## src/rtl/instruction_fetch_if.sv

```systemverilog
// Instruction-memory request/acknowledge bus between the fetch stage and imem.
// master = fetch side, slave = memory side.
interface instruction_fetch_if #(
  parameter int unsigned XLEN = 32
);
  logic            imem_req;
  logic [XLEN-1:0] imem_addr;
  logic            imem_ack;
  logic [31:0]     imem_rdata;

  modport master (output imem_req, imem_addr, input imem_ack, imem_rdata);
  modport slave  (input imem_req, imem_addr, output imem_ack, imem_rdata);
endinterface

```

## src/rtl/instruction_fetch.sv

```systemverilog
// Fetch stage: owns the PC, issues one imem request per phase_fetch and registers
// inst/curr_pc_fd/next_pc_fd for decode; redirects discard stale responses.
module instruction_fetch #(
  parameter int unsigned     XLEN        = 32,
  parameter logic [XLEN-1:0] RESET_PC    = '0,
  parameter logic [31:0]     NOP_INST    = 32'h0000_0013,
  parameter int unsigned     ACK_TIMEOUT = 255
) (
  input  logic             clk,
  input  logic             rst,
  input  logic             phase_fetch,
  input  logic             stall_decode,
  input  logic             redirect_en,
  input  logic [XLEN-1:0]  redirect_pc,
  instruction_fetch_if.master imem,
  output logic [31:0]      inst,
  output logic [XLEN-1:0]  curr_pc_fd,
  output logic [XLEN-1:0]  next_pc_fd,
  output logic             inst_valid,
  output logic             stall_fetch,
  output logic             misalign_err,
  output logic             fetch_err
);

  typedef enum logic [1:0] {IDLE, BUSY, FLUSH} state_t;

  localparam logic [7:0] CNT_LAST = 8'(ACK_TIMEOUT - 1);

  state_t          state, state_nx;
  logic [XLEN-1:0] pc, pc_nx, pc_inc, target, addr_nx;
  logic [7:0]      cnt, cnt_nx;
  logic            ack, timeout, start, deliver, use_nop, ferr_set;

  assign target  = {redirect_pc[XLEN-1:2], 2'b00};
  assign pc_inc  = pc + XLEN'(4);
  assign ack     = imem.imem_req & imem.imem_ack;
  // >= covers a redirect taken on the last BUSY wait cycle, which lands in FLUSH one past CNT_LAST
  assign timeout = !ack && (cnt >= CNT_LAST);
  assign start   = phase_fetch && !stall_decode;

  always_ff @(posedge clk) begin
    if (rst) state <= IDLE;
    else     state <= state_nx;
  end

  always_comb begin
    state_nx = state;
    unique case (state)
      IDLE:  if (start) state_nx = BUSY;
      BUSY: begin
        if (ack)              state_nx = IDLE;
        else if (redirect_en) state_nx = FLUSH;
        else if (timeout)     state_nx = IDLE;
      end
      FLUSH: if (ack || timeout) state_nx = IDLE;
      default: state_nx = IDLE;
    endcase
  end

  always_comb begin
    pc_nx    = pc;
    cnt_nx   = cnt;
    addr_nx  = imem.imem_addr;
    deliver  = 1'b0;
    use_nop  = 1'b0;
    ferr_set = 1'b0;
    unique case (state)
      IDLE: begin
        if (redirect_en) pc_nx = target;
        if (start) begin
          // a redirect arriving with the fetch strobe steers this fetch to the target
          addr_nx = redirect_en ? target : pc;
          cnt_nx  = '0;
        end
      end
      BUSY: begin
        if (ack) begin
          if (redirect_en) pc_nx = target;
          else begin
            deliver = 1'b1;
            pc_nx   = pc_inc;
          end
        end else if (redirect_en) begin
          pc_nx  = target;
          cnt_nx = cnt + 8'd1;
        end else if (timeout) begin
          deliver  = 1'b1;
          use_nop  = 1'b1;
          ferr_set = 1'b1;
          pc_nx    = pc_inc;
        end else begin
          cnt_nx = cnt + 8'd1;
        end
      end
      FLUSH: begin
        if (redirect_en) pc_nx = target;
        if (timeout)   ferr_set = 1'b1;
        else if (!ack) cnt_nx = cnt + 8'd1;
      end
      default: ;
    endcase
  end

  always_ff @(posedge clk) begin
    if (rst) begin
      pc             <= RESET_PC;
      cnt            <= '0;
      imem.imem_req  <= 1'b0;
      imem.imem_addr <= RESET_PC;
      stall_fetch    <= 1'b0;
      inst           <= NOP_INST;
      curr_pc_fd     <= RESET_PC;
      next_pc_fd     <= RESET_PC + XLEN'(4);
      inst_valid     <= 1'b0;
      misalign_err   <= 1'b0;
      fetch_err      <= 1'b0;
    end else begin
      pc             <= pc_nx;
      cnt            <= cnt_nx;
      imem.imem_req  <= (state_nx != IDLE);
      imem.imem_addr <= addr_nx;
      stall_fetch    <= (state_nx != IDLE);
      inst_valid     <= deliver;
      if (deliver) begin
        inst       <= use_nop ? NOP_INST : imem.imem_rdata;
        curr_pc_fd <= pc;
        next_pc_fd <= pc_inc;
      end
      if (ferr_set) fetch_err <= 1'b1;
      if (redirect_en && (redirect_pc[1:0] != 2'b00)) misalign_err <= 1'b1;
    end
  end

endmodule
```

## src/flat_wrapper.sv

```systemverilog
// flat-port wrapper written by rule: the top's interface ports become plain ports
module instruction_fetch_flat 
#(
  parameter int unsigned     XLEN        = 32,
  parameter logic [XLEN-1:0] RESET_PC    = '0,
  parameter logic [31:0]     NOP_INST    = 32'h0000_0013,
  parameter int unsigned     ACK_TIMEOUT = 255
)
  (clk, rst, phase_fetch, stall_decode, redirect_en, redirect_pc, inst, curr_pc_fd, next_pc_fd, inst_valid, stall_fetch, misalign_err, fetch_err, imem_imem_req, imem_imem_addr, imem_imem_ack, imem_imem_rdata);
  instruction_fetch_if #(.XLEN(XLEN)) imem_i ();
  input  logic clk;
  input  logic rst;
  input  logic phase_fetch;
  input  logic stall_decode;
  input  logic redirect_en;
  input  logic [XLEN-1:0] redirect_pc;
  output logic [31:0] inst;
  output logic [XLEN-1:0] curr_pc_fd;
  output logic [XLEN-1:0] next_pc_fd;
  output logic inst_valid;
  output logic stall_fetch;
  output logic misalign_err;
  output logic fetch_err;
  output wire logic [$bits(imem_i.imem_req)-1:0] imem_imem_req;
  output wire logic [$bits(imem_i.imem_addr)-1:0] imem_imem_addr;
  input wire logic [$bits(imem_i.imem_ack)-1:0] imem_imem_ack;
  input wire logic [$bits(imem_i.imem_rdata)-1:0] imem_imem_rdata;
  assign imem_imem_req = imem_i.imem_req;
  assign imem_imem_addr = imem_i.imem_addr;
  assign imem_i.imem_ack = imem_imem_ack;
  assign imem_i.imem_rdata = imem_imem_rdata;
  instruction_fetch #(.XLEN(XLEN), .RESET_PC(RESET_PC), .NOP_INST(NOP_INST), .ACK_TIMEOUT(ACK_TIMEOUT)) u_core (.clk(clk), .rst(rst), .phase_fetch(phase_fetch), .stall_decode(stall_decode), .redirect_en(redirect_en), .redirect_pc(redirect_pc), .imem(imem_i), .inst(inst), .curr_pc_fd(curr_pc_fd), .next_pc_fd(next_pc_fd), .inst_valid(inst_valid), .stall_fetch(stall_fetch), .misalign_err(misalign_err), .fetch_err(fetch_err));
endmodule
```

## config.mk

```make
export PLATFORM = sky130hd
export DESIGN_NAME = instruction_fetch_flat
export DESIGN_NICKNAME = d
export VERILOG_FILES = /design/src/rtl/instruction_fetch_if.sv /design/src/rtl/instruction_fetch.sv /design/src/flat_wrapper.sv
export SDC_FILE = /design/constraint.sdc
export NUM_CORES = 1
export LEC_CHECK = 0
export ABC_CLOCK_PERIOD_IN_PS = 2800
export CAP_MARGIN = 40
export CORE_MARGIN = 2
export CORE_UTILIZATION = 49
export DETAILED_ROUTE_END_ITERATION = 16
export GPL_ROUTABILITY_DRIVEN = 0
export GPL_TIMING_DRIVEN = 0
export HOLD_SLACK_MARGIN = 0.06
export PLACE_DENSITY_LB_ADDON = 0.1
export SLEW_MARGIN = 20
export SYNTH_ARGS = -nofsm -noshare
export SYNTH_HDL_FRONTEND = slang
export SYNTH_SLANG_ARGS = --single-unit
export TNS_END_PERCENT = 20
```

## constraint.sdc

```tcl
create_clock -name clk -period 2.8 [get_ports clk]
set_clock_uncertainty 0.15 [all_clocks]
set_input_delay 0.56 -clock clk [delete_from_list [all_inputs] [get_ports clk]]
set_output_delay 0.56 -clock clk [all_outputs]
set_load 0.005 [all_outputs]
```

After elaboration in Yosys (flattened, before gate mapping)
Cells that the tools add are included.
Widths: inputs -> output; s select.
{ "word_totals": {"regBits": 174, "wordCells": 66} }
{ "op_classes": {"n_bitwise": 1, "add_sub_neg": 2, "magnitude_cmp": 1, "n_reduce_logical": 15, "mux": 28, "eq_ne": 8} }
{ "ops": {"columns": ["op", "n"], "rows": [
  ["$mux 32", 6],
  ["$pmux 32 s2", 1],
  ["$mux 8", 6],
  ["$add 32x3->32 const B", 1],
  ["$pmux 8 s3", 1],
  ["$mux 2", 5],
  ["$add 8x1->8 const B", 1],
  ["$ge 8x8->1 const B", 1],
  ["$mux 1", 7],
  ["$ne 2x2->1 const B", 3],
  ["$pmux 2 s3", 1],
  ["$reduce_and 6->1", 1],
  ["$reduce_bool 2->1", 3],
  ["$ne 4x2->1 const B", 1],
  ["$reduce_and 2->1", 2],
  ["$logic_and 1x1->1", 3],
  ["$ne 3x3->1 const B", 1],
  ["$reduce_bool 3->1", 1],
  ["$eq 2x1->1 const B", 1],
  ["$eq 2x2->1 const B", 1],
  ["$logic_not 1->1", 2],
  ["$logic_not 2->1", 1],
  ["$ne 2x1->1 const B", 1],
  ["$pmux 1 s2", 1],
  ["other kinds (3)", 3]
]} }

Depth between registers and ports, before layout
Gate-level depths: netlist of the first run.
{ "depth": {"depth_word": 8, "ltp_mapped": 9, "depth_no_buf": 7} }

Worst setup path before layout of the first run
No wires, ideal clock.
{ "synth_path": {"path_type": "reg-to-reg", "from": "register u_core.state[0]", "to": "register u_core.cnt[1]", "n_path_buf": 0, "path_stages_with_launch": 8, "t_required_ns": 2.510, "setup_ns": 0.140, "setup_slack_ns": 0.590, "arrival_time_ns": 1.920, "path_cell_list": "dfxtp_1 inv_1 ha_1 o211a_1 a211oi_1 o21ai_1 o21ai_1 a211oi_1"} }
{ "synth_between": {"elab_chain_len": 3, "word_cells_on_any_way": 11} }
{ "synth_lines": {"columns": ["element", "line", "source"], "rows": [
  ["from (decl)", "instruction_fetch.sv:29", "state_t state, state_nx;"],
  ["from (signal assigned)", "instruction_fetch.sv:43", "else state <= state_nx;"],
  ["$eq 2x1->1, or another cell as far along", "instruction_fetch.sv:67", "unique case (state)"],
  ["$ne 3x3->1 (no source line), or another cell as far along", null, null],
  ["$reduce_and 6->1 (no source line)", null, null],
  ["to (signal assigned)", "instruction_fetch.sv:119", "cnt <= cnt_nx;"],
  ["to (decl)", "instruction_fetch.sv:31", "logic [7:0] cnt, cnt_nx;"]
]} }
Parallel ways exist; a longest one is shown, timed or not.
A chain may end at the register's enable or synchronous reset.

Final worst setup path of the first run
{ "layout_path": {"from": "register u_core.cnt[0]", "to": "register u_core.pc[13]"} }
{ "layout_between": {"elab_chain_len": 4} }
{ "layout_lines": {"columns": ["element", "line", "source"], "rows": [
  ["$ge 8x8->1", "instruction_fetch.sv:38", "assign timeout = !ack && (cnt >= CNT_LAST);"],
  ["$logic_and 1x1->1", "instruction_fetch.sv:38", null],
  ["$ne 4x2->1 (no source line)", null, null],
  ["$reduce_and 2->1 (no source line)", null, null],
  ["to (signal assigned)", "instruction_fetch.sv:118", "pc <= pc_nx;"],
  ["to (decl)", "instruction_fetch.sv:30", "logic [XLEN-1:0] pc, pc_nx, pc_inc, target, addr_nx;"]
]} }
Every way passes these cells.

==> results of run 1 <==
worst max-delay path, stage by stage, from the launching register on:
cell,delay (ns)
dfxtp_1,0.40
inv_1,0.06
ha_1,0.19
o2111ai_1,0.43
a31o_1,0.47
clkbuf_1,0.53
o21ai_0,0.19
a21oi_1,0.18
cells by family (layout without fill, tap and decap cells):
family | after synthesis | count (layout) | synth area share (%)
compound gates | 278 | 278 | 23.8
buf+inv | 106 | 339 | 5.78
xor+xnor | 31 | 31 | 3.53
flops | 172 | 172 | 44.8
mux | 27 | 27 | 3.52
simple gates | 298 | 298 | 17.5
fa+ha+maj | 7 | 7 | 1.14
state kept, by name (all words and copies together), names as in the netlist:
register / flops
u_core.pc: 32
u_core.inst: 32
u_core.next_pc_fd: 32
u_core.imem.imem_addr: 32
u_core.curr_pc_fd: 30
u_core.cnt: 8
u_core.inst_valid: 1
u_core.state: 2
u_core.fetch_err: 1
u_core.imem.imem_req: 1
u_core.misalign_err: 1
final timing paths:
| check | endpoint | slack [ns] | cells past startpoint |
|---|---|---|---|
| max | u_core.pc[13]$_SDFFE_PP0P_ | 0.11 | 7 |
| min | u_core.misalign_err$_SDFFE_PP0P_ | 0.31 | 2 |
| max reg2reg | u_core.pc[13]$_SDFFE_PP0P_ | 0.11 | 7 |
| min reg2reg | u_core.misalign_err$_SDFFE_PP0P_ | 0.31 | 2 |
power breakdown:
| part | internal (mW) | switching (mW) |
|---|---|---|
| Clock | 1.45 | 1.04 |
| Sequential | 2.54 | 0.0758 |
| Combinational | 0.346 | 0.436 |
Yosys cell counts, types with 4 or more instances:
master / n / area, um^2
a311oi_1: 8 / 70.1
a41o_1: 5 / 50.1
clkbuf_1: 64 / 240
xnor2_1: 11 / 96.3
a21oi_1: 83 / 415
nand3_1: 22 / 110
buf_4: 5 / 37.5
a31oi_1: 5 / 31.3
ha_1: 7 / 87.6
nor2_1: 112 / 420
nand4_1: 6 / 37.5
nor4_1: 4 / 25.0
o31ai_1: 4 / 30.0
nor3_1: 16 / 80.1
nand2_1: 103 / 387
and4_1: 4 / 35.0
o21ai_1: 8 / 40.0
or3_1: 4 / 25.0
buf_2: 21 / 105
xor2_1: 20 / 175
o211ai_1: 5 / 37.5
dfxtp_1: 172 / 3440
o22ai_1: 10 / 62.6
a211oi_1: 52 / 390
mux2i_1: 27 / 270
a22oi_1: 30 / 225
and3_1: 8 / 50.1
o21ai_0: 35 / 175
nand2b_1: 4 / 25.0
inv_1: 15 / 56.3
a31o_2: 5 / 43.8
through the flow:
stage / cell area [um^2] / hold slack [ns] / instances / util, %
floorplan: 7690 / 0.291 / 919 / -
global placement: 9960 / 0.288 / 1331 / 65.3
detailed placement: 9960 / 0.294 / 1331 / 65.3
CTS: 10600 / 0.305 / 1363 / 69.3
global route: 10600 / 0.332 / 1363 / 69.5
finish: 10600 / 0.307 / 1363 / 69.5
layout make-up:
| class | instances | area (um^2) | share of cell area (%) |
|---|---|---|---|
| Timing Repair Buffer | 201 | 2010 | 19.0 |
| Clock buffer | 19 | 453 | 4.27 |
| Multi-Input combinational cell | 641 | 3820 | 36.0 |
| Buffer | 91 | 390 | 3.68 |
| Sequential cell | 172 | 3440 | 32.5 |
| Inverter | 15 | 56.3 | 0.531 |
| Tap cell | 211 | 264 | 2.49 |
| Clock inverter | 13 | 164 | 1.55 |
metal layers:
metal,vias to the layer above,part of all wire (%)
li1,3717,-
met1,3687,42
met2,480,44
met3,79,11
met4,0,3.1
met5,-,0
==> key figures, run 1 <==
Floorplanning
  – DIE AREA: ~17,000 um^2
  – Row cnt: 45
  – Core area: ~15,000 um^2
  – Num ports: around 200
  – Die Wd: approximately 130 um
  – Initial core utilization: roughly 50%
  – Height of the die: 129 um

Global route
  – Largest net degree at the start of global routing: 17
  – Initial antenna violation count: 0
  – Met2 Use GR: 49.0%
  – Met1 GRT Util: roughly two fifths
  – First-pass GRT wire length: approximately 41 mm
  – Vias in the first global route: approximately 7,500
  – Total grt overflow: 0
  – All-Layer GR Usage: a little under a third
  – Met3 Use GR: about 8%
  – GR peak layer: met2

Yosys
  – Mapped Cells: 919
  – Most used DFF post-synth: dfxtp_1
  – Syn Nets: between 900 and 1,000
  – Register area share after synthesis: roughly 45%
  – Count of different cell masters after synthesis: 58
  – Post-synth EDFFs: 0
  – Flops & latches, synth: between 150 and 200
  – Post-Syn Area per Cell: about 8.4 um^2
  – Warning count from the yosys run: 0
  – Post-synthesis cell area: between 7000 and 8000 um^2
  – Async set or reset register ratio after synthesis: 0%

Route
  – DR vias: 7,963
  – Post-route DRC: 0
  – WL final: around 26 mm
  – ANT nets after route: 0
  – Initial DRC Count: 806
  – Vias per cell: between 5 and 6
  – WL per Instance: ~19 um
  – Drt pass-1 iters: 8

STA
  – TNS Setup: 0 ns
  – Tightest Pin Transition: 0.823 ns
  – Unrepaired setup endpoints after global routing: yes
  – Final worst-path cycle share: between 90% and 100%
  – Final Hold Fails: 0
  – Worst rel slew slack: 45.1%
  – F_max: roughly 370 MHz
  – Max-slew violation count: 0
  – Final min period: ~2.7 ns
  – Setup ws final: between 0.1 and 0.15 ns
  – Setup-failing EPs final: 0

Finish
  – Fillers: 1,287
  – Nets: between 1,000 and 1,500
  – Antenna cells: 0
  – Ratio of cells with drive above 1 in the final layout: 6.77%
  – P&R area growth vs syn: 38.0%
  – Most common cell after layout, fill and taps aside: clkdlybuf4s50_1
  – Commonest cells after routing, fill and taps aside: clkdlybuf4s50_1 (201), dfxtp_1 (172), nor2_1 (111)

Place
  – I/O Buffers: approximately 200
  – Post-DP HPWL: 18.7 mm
  – DP Worst Slack: -0.197 ns

Critical path
  – Setup CP Type: register to register
  – Origin of the worst setup path: u_core.cnt[0]$_SDFFE_PP0P_
  – Reg-to-reg startpoint: u_core.cnt[0]$_SDFFE_PP0P_
  – Largest fanout on the critical path: 10
  – CP required: about 3 ns
  – Arrival @ worst endpoint: around 2.9 ns
  – Startpoint Class: register
  – CP endpoint kind: register

Hold path
  – Hold crit path type: register to register
  – Min-delay src: u_core.misalign_err$_SDFFE_PP0P_

Clock tree
  – Htree depth: 4
  – CTS max path bufs: 2
  – Hold-fix buffers, CTS: 0
  – CTS tree: built
  – CTS sink count: 172
  – Postcts setup bufs: 0
  – # resized after CTS: 0
  – TritonCTS Buffers: 17
  – Clock root buffer: clkbuf_16
  – Clk pin slew, worst setup/hold paths: 0.07 ns
  – Worst-Skew Late Latency: 0.43 ns

Pwr
  – Pwr dens: between 500 and 600 nW/um^2
  – Max VDD drop: roughly 440 uV
  – Static Leak: roughly 3.7 nW
  – Power, Total: ~5.9 mW

Run status
  – Status: completed

Job
  – Max cap viols: 0
Note: power is estimated with default switching activity, not from simulation.
==> run 2: changes to the inputs <==
--- a/config.mk
+++ b/config.mk
@@ -5,6 +5,7 @@
 export SDC_FILE = /design/constraint.sdc
 export NUM_CORES = 1
 export LEC_CHECK = 0
+export ABC_AREA = 1
 export ABC_CLOCK_PERIOD_IN_PS = 2800
 export CAP_MARGIN = 40
 export CORE_MARGIN = 2
==> run 2 against run 1 <==
Largest power group unchanged; register-to-register slack improved by 0.35 ns; highest routed layer unchanged; combinational power down 13%; largest cell class unchanged; sequential share of layout area down 0.23 points; non-clock buffer count decreased by 27; cell count up 14%; core utilization shrank 1.3 points.
==> key figures, run 2 <==
Clock tree
  – CTS sink count: 172 (unchanged)
  – Worst-Skew Late Latency: 0.44 ns (about the same)
  – TritonCTS Buffers: 17 (unchanged)
  – Clk pin slew, worst setup/hold paths: 0.06 ns (about the same)
  – CTS tree: built
  – Clock root buffer: clkbuf_16
  – Postcts setup bufs: 0 (unchanged)
  – CTS max path bufs: 2 (unchanged)
  – # resized after CTS: 0 (unchanged)
  – Hold-fix buffers, CTS: 0 (unchanged)
  – Htree depth: 4 (unchanged)

Critical path
  – Cell mode on critical path: nand2_1
  – Reg-to-reg startpoint: u_core.state[0]$_SDFF_PP0_
  – Critical path's top delay family: buffers and inverters
  – Buffer and inverter count on the worst path: 3 (+1)
  – Origin of the worst setup path: u_core.state[0]$_SDFF_PP0_
  – Startpoint Class: register
  – Crit path to: u_core.pc[27]$_SDFFE_PP0P_
  – Worst Reg-to-Reg Cells: 8 (+1)
  – Arrival @ worst endpoint: 2.56 ns (-0.33 ns)
  – Reg2reg setup slack: 0.46 ns (+0.35 ns)
  – WP depth: 8 (+1)
  – CP required: 3.02 ns (+0.02 ns)
  – Max stage delay cell, worst path: clkbuf_1
  – CP endpoint kind: register
  – Largest fanout on the critical path: 10 (unchanged)
  – CP Cell Sequence: inv_1, ha_1, nor2_1, nand2_1, clkinv_1, clkbuf_1, nand2_1, a21oi_1
  – Setup CP Type: register to register
  – Slowest cell delay on critical path: 0.49 ns (-0.04 ns)
  – Reg2reg end: u_core.pc[27]$_SDFFE_PP0P_

Run status
  – Status: completed

Yosys
  – Most used DFF post-synth: dfxtp_1
  – Synth area leaders: dfxtp_1 (44%), nand2_1 (14%), a21oi_1 (9.5%)
  – Count of different cell masters after synthesis: 36 (-38%)
  – Async set or reset register ratio after synthesis: 0% (unchanged)
  – Flops & latches, synth: 172 (unchanged)
  – Top cells by count, synth: nand2_1 (291), dfxtp_1 (172), a21oi_1 (147)
  – Most common cell in the synthesized netlist: nand2_1
  – Share of the synthesized area in the top cell type: 44.4% (-0.43 points)
  – Mapped Cells: 1,108 (+21%)
  – Warning count from the yosys run: 0 (unchanged)
  – Syn Nets: 1,185 (+19%)
  – Post-synthesis cell area: 7760 um^2 (+0.98%)
  – Post-Syn Area per Cell: 7.01 um^2 (-16%)
  – Cell taking the most area after synthesis: dfxtp_1
  – Register area share after synthesis: 44.4% (-0.43 points)
  – Post-synth EDFFs: 0 (unchanged)

Global route
  – All-Layer GR Usage: 30.5% (-0.68 points)
  – First-pass GRT wire length: 39.4 mm (-2.8%)
  – Initial antenna violation count: 0 (unchanged)
  – Total grt overflow: 0 (unchanged)
  – Vias in the first global route: 7,671 (+1.8%)
  – Largest net degree at the start of global routing: 17 (unchanged)

Floorplanning
  – Core area: 15,700 um^2 (+2.6%)
  – Initial core utilization: 49.6% (-0.80 points)
  – Die Wd: 130 um (+0.47%)
  – DIE AREA: 16,900 um^2 (+0.95%)
  – Height of the die: 130 um (+0.47%)
  – Num ports: 203 (unchanged)
  – Row cnt: 46 (+2.2%)

Route
  – Post-route DRC: 0 (unchanged)
  – WL per Instance: 16.7 um (-13%)
  – DR vias: 8,336 (+4.7%)
  – Vias per cell: 5.35 (-8.4%)
  – ANT nets after route: 0 (unchanged)
  – Drt pass-1 iters: 6 (-2)
  – Initial DRC Count: 732 (-9.2%)
  – WL final: 26.1 mm (-0.21%)

Finish
  – Ratio of cells with drive above 1 in the final layout: 6.04% (-0.73 points)
  – Antenna cells: 0 (unchanged)
  – Most common cell after layout, fill and taps aside: nand2_1
  – Commonest cells after routing, fill and taps aside: nand2_1 (291), clkdlybuf4s50_1 (201), dfxtp_1 (172)
  – Final Util: 68.2% (-1.3 points)
  – Nets: 1,405 (+16%)
  – P&R area growth vs syn: 37.6%

STA
  – Setup-failing EPs final: 0 (unchanged)
  – TNS Setup: 0 ns (unchanged)
  – Tightest Pin Transition: 0.694 ns (-0.130 ns)
  – Final worst-path cycle share: 83.5% (-12 points)
  – F_max: 428 MHz (+15%)
  – Unrepaired setup endpoints after global routing: no
  – Setup ws final: 0.463 ns (+0.350 ns)
  – Minimum hold slack: 0.303 ns (-0.00351 ns)
  – Worst rel slew slack: 53.8% (+8.6 points)
  – Final Hold Fails: 0 (unchanged)
  – Max-slew violation count: 0 (unchanged)
  – Final min period: 2.34 ns (-0.350 ns)

Job
  – Max cap viols: 0 (unchanged)

Place
  – DP Worst Slack: 0.173 ns (+0.370 ns)
  – I/O Buffers: 201 (unchanged)
  – Post-DP HPWL: 19.0 mm (+1.5%)

Pwr
  – Static Leak: 4.12 nW (+10%)
  – Max VDD drop: 433 uV (-2.5%)
  – Power, Total: 5.86 mW (-0.40%)
  – Pwr dens: 549 nW/um^2 (-1.1%)

Hold path
  – Hold crit path type: register to register
run 2: changes by cell type after synthesis, moves of 30 or more:
cell,change
inv_1,+58
a22oi_1,-30
a21oi_1,+64
clkbuf_1,-31
o21ai_0,+81
nand2_1,+188
a211oi_1,-52
run 2: how the worst min path moves through the flow:
| stage | to | slack (ns) | startpoint | cells after the start |
|---|---|---|---|---|
| 2_1_floorplan | u_core.pc[0]$_SDFFE_PP0P_ | 0.29 | u_core.pc[0]$_SDFFE_PP0P_ | 2 |
| 3_3_place_gp | u_core.misalign_err$_SDFFE_PP0P_ | 0.29 | u_core.misalign_err$_SDFFE_PP0P_ | 2 |
| 3_5_place_dp | u_core.misalign_err$_SDFFE_PP0P_ | 0.30 | u_core.misalign_err$_SDFFE_PP0P_ | 2 |
| 4_1_cts | u_core.misalign_err$_SDFFE_PP0P_ | 0.31 | u_core.misalign_err$_SDFFE_PP0P_ | 2 |
| 5_1_grt | u_core.inst[8]$_SDFFE_PP0P_ | 0.32 | u_core.inst[8]$_SDFFE_PP0P_ | 2 |
| 6_report | u_core.misalign_err$_SDFFE_PP0P_ | 0.30 | u_core.misalign_err$_SDFFE_PP0P_ | 2 |
run 2: cell type report:
type / count / area (um^2)
flip-flops and latches: 172 / 3440
plain buffers: 64 / 330
well taps: 216 / 270
repair buffers: 201 / 2010
clock inverters: 10 / 161
multi-input cells: 792 / 3690
fillers: 1396 / 4970
clock buffers: 22 / 474
inverters: 80 / 302
run 2: kinds of logic (layout without fill, tap and decap cells):
family,count (synthesis),count (layout),synth area share [%]
AND/OR/NAND/NOR,464,464,24.1
AO/OA/AOI/OAI,305,305,20.5
flip-flops,172,172,44.4
buffers and inverters,144,377,8.14
XOR/XNOR,16,16,1.81
adder cells (fa/ha/maj),7,7,1.13
run 2: worst register-to-register path, stage by stage (launching register included):
cell and delay (ns):
dfxtp_1 0.37, inv_1 0.09, ha_1 0.23, nor2_1 0.24, nand2_1 0.17, clkinv_1 0.26
clkbuf_1 0.49, nand2_1 0.14, a21oi_1 0.14
run 2: layer usage:
metal,routed length (um),track usage [%]
met5,0,0
met3,2410,7.34
met2,12100,50.9
met1,10700,38.2
met4,805,12.2
run 2: stage by stage:
step | area (um^2) | cells
floorplan | 7760 | 1108
global placement | 10000 | 1525
detailed placement | 10000 | 1525
CTS | 10700 | 1557
global route | 10700 | 1557
finish | 10700 | 1557
run 2: report_power, final:
part	switching (mW)	leakage, nW	internal [mW]
combinational	0.384	2.41	0.292
clock	1.00	0.314	1.57
sequential	0.0830	1.40	2.53
